<file path="src/rtl/signal_debouncer.sv">
`default_nettype none
// ============================================================================
// Module      : signal_debouncer
// Description : Synchronises a raw asynchronous level and only lets o_signal
//               follow it after p_STABLE_CYCLES consecutive differing clocks.
// Revision    : 1.0 - initial release
// ============================================================================
module signal_debouncer #(
  parameter int p_SYNC_STAGES   = 2,
  parameter int p_STABLE_CYCLES = 4,
  parameter bit p_RESET_VALUE   = 1'b0
) (
  input  logic i_clk,
  input  logic i_rst_n,
  input  logic i_signal,
  output logic o_signal,
  output logic o_busy
);

  localparam int                 c_CNT_W    = $clog2(p_STABLE_CYCLES + 1);
  localparam logic [c_CNT_W-1:0] c_CNT_LAST = c_CNT_W'(p_STABLE_CYCLES - 1);
  localparam logic [c_CNT_W-1:0] c_CNT_ONE  = c_CNT_W'(1);

  typedef enum logic [0:0] {
    ST_IDLE     = 1'b0,
    ST_SETTLING = 1'b1
  } state_t;

  logic [p_SYNC_STAGES-1:0] r_sync;
  logic [c_CNT_W-1:0]       r_cnt;
  state_t                   r_state;
  logic                     r_signal;
  logic                     w_sync;

  // Plain shift chain: nothing may sit between stages or metastability leaks.
  always_ff @(posedge i_clk or negedge i_rst_n) begin
    if (!i_rst_n) begin
      r_sync <= {p_SYNC_STAGES{p_RESET_VALUE}};
    end else begin
      r_sync <= {r_sync[p_SYNC_STAGES-2:0], i_signal};
    end
  end

  assign w_sync = r_sync[p_SYNC_STAGES-1];

  // Any revert to the current output level aborts qualification, so a new
  // candidate always restarts its window from zero.
  always_ff @(posedge i_clk or negedge i_rst_n) begin
    if (!i_rst_n) begin
      r_cnt    <= '0;
      r_state  <= ST_IDLE;
      r_signal <= p_RESET_VALUE;
    end else if (w_sync == r_signal) begin
      r_cnt    <= '0;
      r_state  <= ST_IDLE;
    end else if (r_cnt == c_CNT_LAST) begin
      r_signal <= w_sync;
      r_cnt    <= '0;
      r_state  <= ST_IDLE;
    end else begin
      r_cnt    <= r_cnt + c_CNT_ONE;
      r_state  <= ST_SETTLING;
    end
  end

  assign o_signal = r_signal;
  assign o_busy   = (r_state == ST_SETTLING);

endmodule
`default_nettype wire
</file>
<file path="config.mk">
export PLATFORM = sky130hd
export DESIGN_NAME = signal_debouncer
export DESIGN_NICKNAME = d
export VERILOG_FILES = /design/src/rtl/signal_debouncer.sv
export SDC_FILE = /design/constraint.sdc
export NUM_CORES = 1
export LEC_CHECK = 0
export ABC_AREA = 0
export BUFFER_PORTS_ARGS = -buffer_cell sky130_fd_sc_hd__clkbuf_2
export CELL_PAD_IN_SITES_DETAIL_PLACEMENT = 1
export CELL_PAD_IN_SITES_GLOBAL_PLACEMENT = 2
export CORE_AREA = 2 2 39 41
export CTS_CLUSTER_DIAMETER = 120
export DETAILED_ROUTE_END_ITERATION = 7
export DIE_AREA = 0 0 41 43
export PLACE_DENSITY = 0.43
export SLEW_MARGIN = 10
export SYNTH_ARGS = -nofsm -noshare
export SYNTH_HDL_FRONTEND = slang
export SYNTH_SLANG_ARGS = --single-unit
</file>
<file path="constraint.sdc">
create_clock -name i_clk -period 1 [get_ports i_clk]
set_input_delay 0.1 -clock i_clk [delete_from_list [all_inputs] [get_ports i_clk]]
set_output_delay 0.1 -clock i_clk [all_outputs]
set_load 0.005 [all_outputs]
</file>
==> results.json, run 1 <==
{
  "run_status": "finished, violations left",
  "violations": "setup timing",
  "rr_worst_depth": 3,
  "grt_pass1_wl_um": 703,
  "hold_class": "input port to async pin",
  "area_delta_synth_final_pct": 54.9,
  "clk_pin_slew_ns": 0.05,
  "port-buffer-count": 4,
  "ys_seq_area_share_pct": 71.8,
  "cts_buffers": 3,
  "clock-sinks": 7,
  "worstSetupPathType": "flop to flop",
  "p_leak_nw": 0.177,
  "min_period_ns": 1.10,
  "rows": 14,
  "place_area_um2": 305,
  "netlist_instances": 15,
  "dp.cells": 37,
  "cts_buffer_depth": 2,
  "fp.dieH_um": 43,
  "final_core_util_pct": 27.3,
  "htree_levels": 1,
  "crit_path_start": "r_cnt[0]",
  "syn-num-nets": 19,
  "yosysTopAreaCell": "dfrtp_1",
  "drtIter0Drc": 1,
  "gp_congestion": 0.657,
  "num_vias": 158,
  "worstPathArrival_ns": 1.23,
  "cp-end-kind": "flop",
  "ys_warn_count": 0,
  "vias_per_cell": 3.51,
  "clock_latency_ns": 0.25,
  "finalCritPeriodShare_pct": 110,
  "fmax_ghz": 0.912,
  "critPathRequiredTime_ns": 1.13,
  "diodes": 0,
  "final_cell_mix": "dfrtp_1, clkbuf_2, buf_4, clkbuf_4, dlygate4sd3_1",
  "r2r_end": "o_signal",
  "hold_viol_final": 0,
  "layout_setup_ws_ns": -0.0959,
  "routedWlPerCell_um": 8.64,
  "maxCapViolCount": 0,
  "p_per_area_nw_per_um2": 2670,
  "syn_avg_cell_area_um2": 16.3,
  "finalSetupViolCount": 2,
  "grt_overflow_total": 0,
  "slew_viol_final": 0,
  "fin_skew_ns": 0.00263,
  "layoutNonFillerInstCount": 45,
  "core_area_um2": 1380,
  "syn_area_um2": 244,
  "rsz0062_at_grt": "yes",
  "crit_path_max_fanout": 2,
  "wl_um": 389,
  "synth_cell_types": 9,
  "rrSetupSlack_ns": -0.1,
  "cts_root_buf": "clkbuf_4",
  "worst_slew_pin_slew_ns": 0.180,
  "critPathLaunchType": "flop",
  "die_w_um": 41,
  "drcViolationCount": 0,
  "cts_tree": "built",
  "start_util_pct": 17.6,
  "stdcell_area_um2": 378,
  "grtUsageTotal_pct": 6.79,
  "antenna_found_initial": 0,
  "max-slew-margin-rel_pct": 88.0,
  "place_hpwl_um": 287,
  "dr.pass1.iters": 2,
  "ant_nets": 0,
  "grt_pass1_vias": 164,
  "endpoint": "o_signal",
  "drive_gt1_share_pct": 51.7,
  "timing.rr.start": "r_cnt[0]",
  "die_area_um2": 1760,
  "synth_top_area_share_pct": 71.8,
  "vdd_ir_drop_max_uv": 1040,
  "final_common_cell": "dfrtp_1",
  "yosys-top-cells-area": "dfrtp_1, nor2b_4, ha_1",
  "ios": 5,
  "ys_ff_latch": 7,
  "nets": 34,
  "grt_max_degree": 8
}
-- cell usage after synthesis (all sizes together) --
master  instances
ha              1
nor2b           2
xnor2           1
nor3            1
nor2            1
dfrtp           7
nor3b           1
mux2            1
-- cell families (layout without fill, tap and decap cells) --
family | count (synthesis) | count (layout) | share of synthesized area (%)
muxes | 1 | 1 | 4.62
DFF | 7 | 7 | 71.8
buffers and inverters | 0 | 14 | 0
xor gates and xnor gates | 1 | 1 | 3.59
adders and majority gates | 1 | 1 | 5.13
and+or+nand+nor | 5 | 5 | 14.9
-- area by class of cell --
type | count | area [um2]
multi-input combinational | 8 | 86.3
clock buffer | 4 | 26.3
sequential | 7 | 175
tap | 16 | 20.0
timing repair buffer | 10 | 70.1
fill | 151 | 1010
-- worst max-delay path, cell delays in order (launching register included) --
cell	delay, ns
dfrtp_1	0.35
ha_2	0.18
nor2b_4	0.16
mux2_4	0.30
-- routing by layer --
metal / vias up / wire length (um) / share of wire (%) / track usage (%)
li1: 77 / - / - / -
met3: 0 / 35 / 9.0 / 9.42
met5: - / 0 / 0 / 0
met1: 75 / 183 / 47 / 7.28
met2: 6 / 170 / 44 / 8.44
met4: 0 / 0 / 0 / 0
-- repair_timing --
item                                    4_1_cts  5_1_grt
setup buffers                                 1        1
pin swaps                                     0        1
endpoints found under the setup margin        2        3
hold endpoints to repair                      8        0
gates resized for setup                       1        1
hold buffers                                  2        0
-- power breakdown --
part           switching [W]  internal (W)  leakage [nW]
Clock              0.0000955      0.000152        0.0150
Combinational       0.000129      0.000227        0.0751
Sequential         0.0000429      0.000362        0.0868
-- stage by stage --
| step | setup TNS [ns] | setup slack (ns) | hold slack [ns] | power [W] |
|---|---|---|---|---|
| finish | -0.102 | -0.0959 | 0.225 | 0.00101 |
| global route | -0.233 | -0.128 | 0.237 | 0.00109 |
| CTS | -0.0955 | -0.0955 | 0.232 | 0.000975 |
| detailed placement | -0.118 | -0.0917 | -0.0490 | 0.000666 |
| global placement | -0.0906 | -0.0840 | -0.0531 | 0.000658 |
| floorplan | -0.0617 | -0.0617 | -0.196 | 0.000545 |
-- registers in the layout, indices dropped and copies added, names as in the netlist --
name and count:
o_busy 1, r_cnt 3, o_signal 1, r_sync 2
-- worst min path at each step --
stage | startpoint | end | slack [ns] | cells past startpoint
floorplan | i_rst_n | o_busy | -0.20 | 0
global placement | i_rst_n | r_cnt[2] | -0.05 | 1
detailed placement | i_rst_n | o_busy | -0.05 | 1
CTS | i_rst_n | o_busy | 0.23 | 2
global route | i_rst_n | r_cnt[1] | 0.24 | 2
finish | i_rst_n | o_busy | 0.23 | 2
(Power assumes the default switching activity.)
==> run 2: changes to the inputs <==
- CELL_PAD_IN_SITES_DETAIL_PLACEMENT: 1 -> not set
- CELL_PAD_IN_SITES_GLOBAL_PLACEMENT: 2 -> not set
- GPL_TIMING_DRIVEN: not set -> 0
- PLACE_DENSITY: 0.43 -> 0.33
==> results.json, run 2 (synthesis gave the netlist of run 1 again) <==
{
  "maxCapViolCount": 0,
  "layout_setup_ws_ns": -0.110,
  "run_status": "finished, violations left",
  "grtUsageTotal_pct": 6.17,
  "grt_max_degree": 8,
  "wl_um": 371,
  "fmax_ghz": 0.901,
  "slew_viol_final": 0,
  "cpMaxStageDelayCell": "dfrtp_1",
  "nets": 33,
  "min_period_ns": 1.11,
  "final_core_util_pct": 27.2,
  "core_area_um2": 1380,
  "grt_overflow_total": 0,
  "worstSetupPathType": "flop to flop",
  "crit_path_max_fanout": 2,
  "htree_levels": 1,
  "use_met1_pct": 5.94,
  "worst_slew_pin_slew_ns": 0.251,
  "place_hpwl_um": 259,
  "fp.dieH_um": 43,
  "ios": 5,
  "clock-sinks": 7,
  "p_per_area_nw_per_um2": 2540,
  "die_w_um": 41,
  "routedWlPerCell_um": 8.43,
  "final_cell_mix": "dfrtp_1, clkbuf_2, clkbuf_4, buf_4, dlygate4sd3_1",
  "grt_pass1_wl_um": 641,
  "drcViolationCount": 0,
  "busiest_layer": "met3",
  "crit_chain": "ha_2 > nor2b_4 > mux2_4",
  "hold_viol_final": 0,
  "dr.pass1.iters": 3,
  "top_regs": "r_cnt (3), r_sync (2)",
  "max-slew-margin-rel_pct": 83.2,
  "grtUsageMet3_pct": 9.42,
  "antenna_found_initial": 0,
  "largest_reg_flops": 3,
  "num_vias": 155,
  "p_leak_nw": 0.178,
  "ant_nets": 0,
  "vias_per_cell": 3.52,
  "max_stage_delay_ns": 0.38,
  "diodes": 0,
  "area_delta_synth_final_pct": 54.4,
  "rsz0062_at_grt": "yes",
  "cts_tree": "built",
  "vdd_ir_drop_max_uv": 1120,
  "port-buffer-count": 4,
  "p_total_w": 0.000955,
  "finalSetupViolCount": 1,
  "drive_gt1_share_pct": 57.1,
  "gp_congestion": 0.572,
  "globalRouteMet2Util_pct": 7.81,
  "cp-end-kind": "flop",
  "top_register": "r_cnt",
  "violations": "setup timing",
  "rows": 14,
  "clk_pin_slew_ns": 0.05,
  "worstPathArrival_ns": 1.24,
  "cts_root_buf": "clkbuf_4",
  "die_area_um2": 1760,
  "critPathLaunchType": "flop",
  "cts_buffer_depth": 2,
  "final_common_cell": "dfrtp_1",
  "cts_buffers": 3,
  "fin_skew_ns": 0.00605,
  "drtIter0Drc": 5,
  "grt_pass1_vias": 169,
  "tns_ns": -0.110,
  "hold_class": "input port to async pin",
  "critPathRequiredTime_ns": 1.13,
  "clock_latency_ns": 0.25,
  "finalCritPeriodShare_pct": 111,
  "start_util_pct": 17.6
}
[run 2: final cells by class]
| class | instances | area [um2] |
|---|---|---|
| clock buffers | 4 | 26.3 |
| fillers | 140 | 1010 |
| multi-input cells | 8 | 92.6 |
| flip-flops and latches | 7 | 175 |
| well taps | 16 | 20.0 |
| repair buffers | 9 | 62.6 |
[run 2: worst paths after layout]
path	cells after the start	to	from	slack, ns
setup reg to reg	3	o_signal	r_cnt[0]	-0.11
min in group i_clk	0	r_sync[1]	r_sync[0]	0.35
hold reg to reg	0	r_sync[1]	r_sync[0]	0.35
setup / recovery	3	o_signal	r_cnt[0]	-0.11
hold / removal	2	r_cnt[0]	i_rst_n	0.22
max in group asynchronous	2	o_signal	i_rst_n	0.62
[run 2: routing by layer]
metal | part of all wire, % | wire [um] | vias to the layer above
met5 | 0 | 0 | -
met4 | 0 | 0 | 0
met3 | 15 | 55 | 0
met2 | 46 | 169 | 7
met1 | 40 | 147 | 73
li1 | - | - | 75
[run 2: where the power goes]
group / switching [W] / internal, W
Combinational: 0.000108 / 0.000187
Clock: 0.0000976 / 0.000152
Sequential: 0.0000482 / 0.000362
[run 2: worst max-delay path: cells and delay by family (launching register included)]
kind,cells,cell delay (ns)
mux,1,0.29
simple gates,1,0.13
fa+ha+maj,1,0.19
flops,1,0.38
[run 2: what timing repair did]
item,in CTS,in global routing
resized for setup,1,2
hold endpoints to repair,8,0
setup buffers,2,1
hold buffers,2,0
pin swaps,0,1
endpoints found under the setup margin,1,5
[run 2: through the flow]
| stage | cell area (um2) | instances | setup WS, ns | hold slack (ns) |
|---|---|---|---|---|
| 6_report | 377 | 44 | -0.110 | 0.217 |
| 5_1_grt | 377 | 44 | -0.153 | 0.231 |
| 2_1_floorplan | 250 | 15 | -0.0617 | -0.196 |
| 3_3_place_gp | 290 | 35 | -0.119 | -0.0572 |
| 4_1_cts | 357 | 43 | -0.111 | 0.227 |
| 3_5_place_dp | 290 | 35 | -0.119 | -0.0556 |
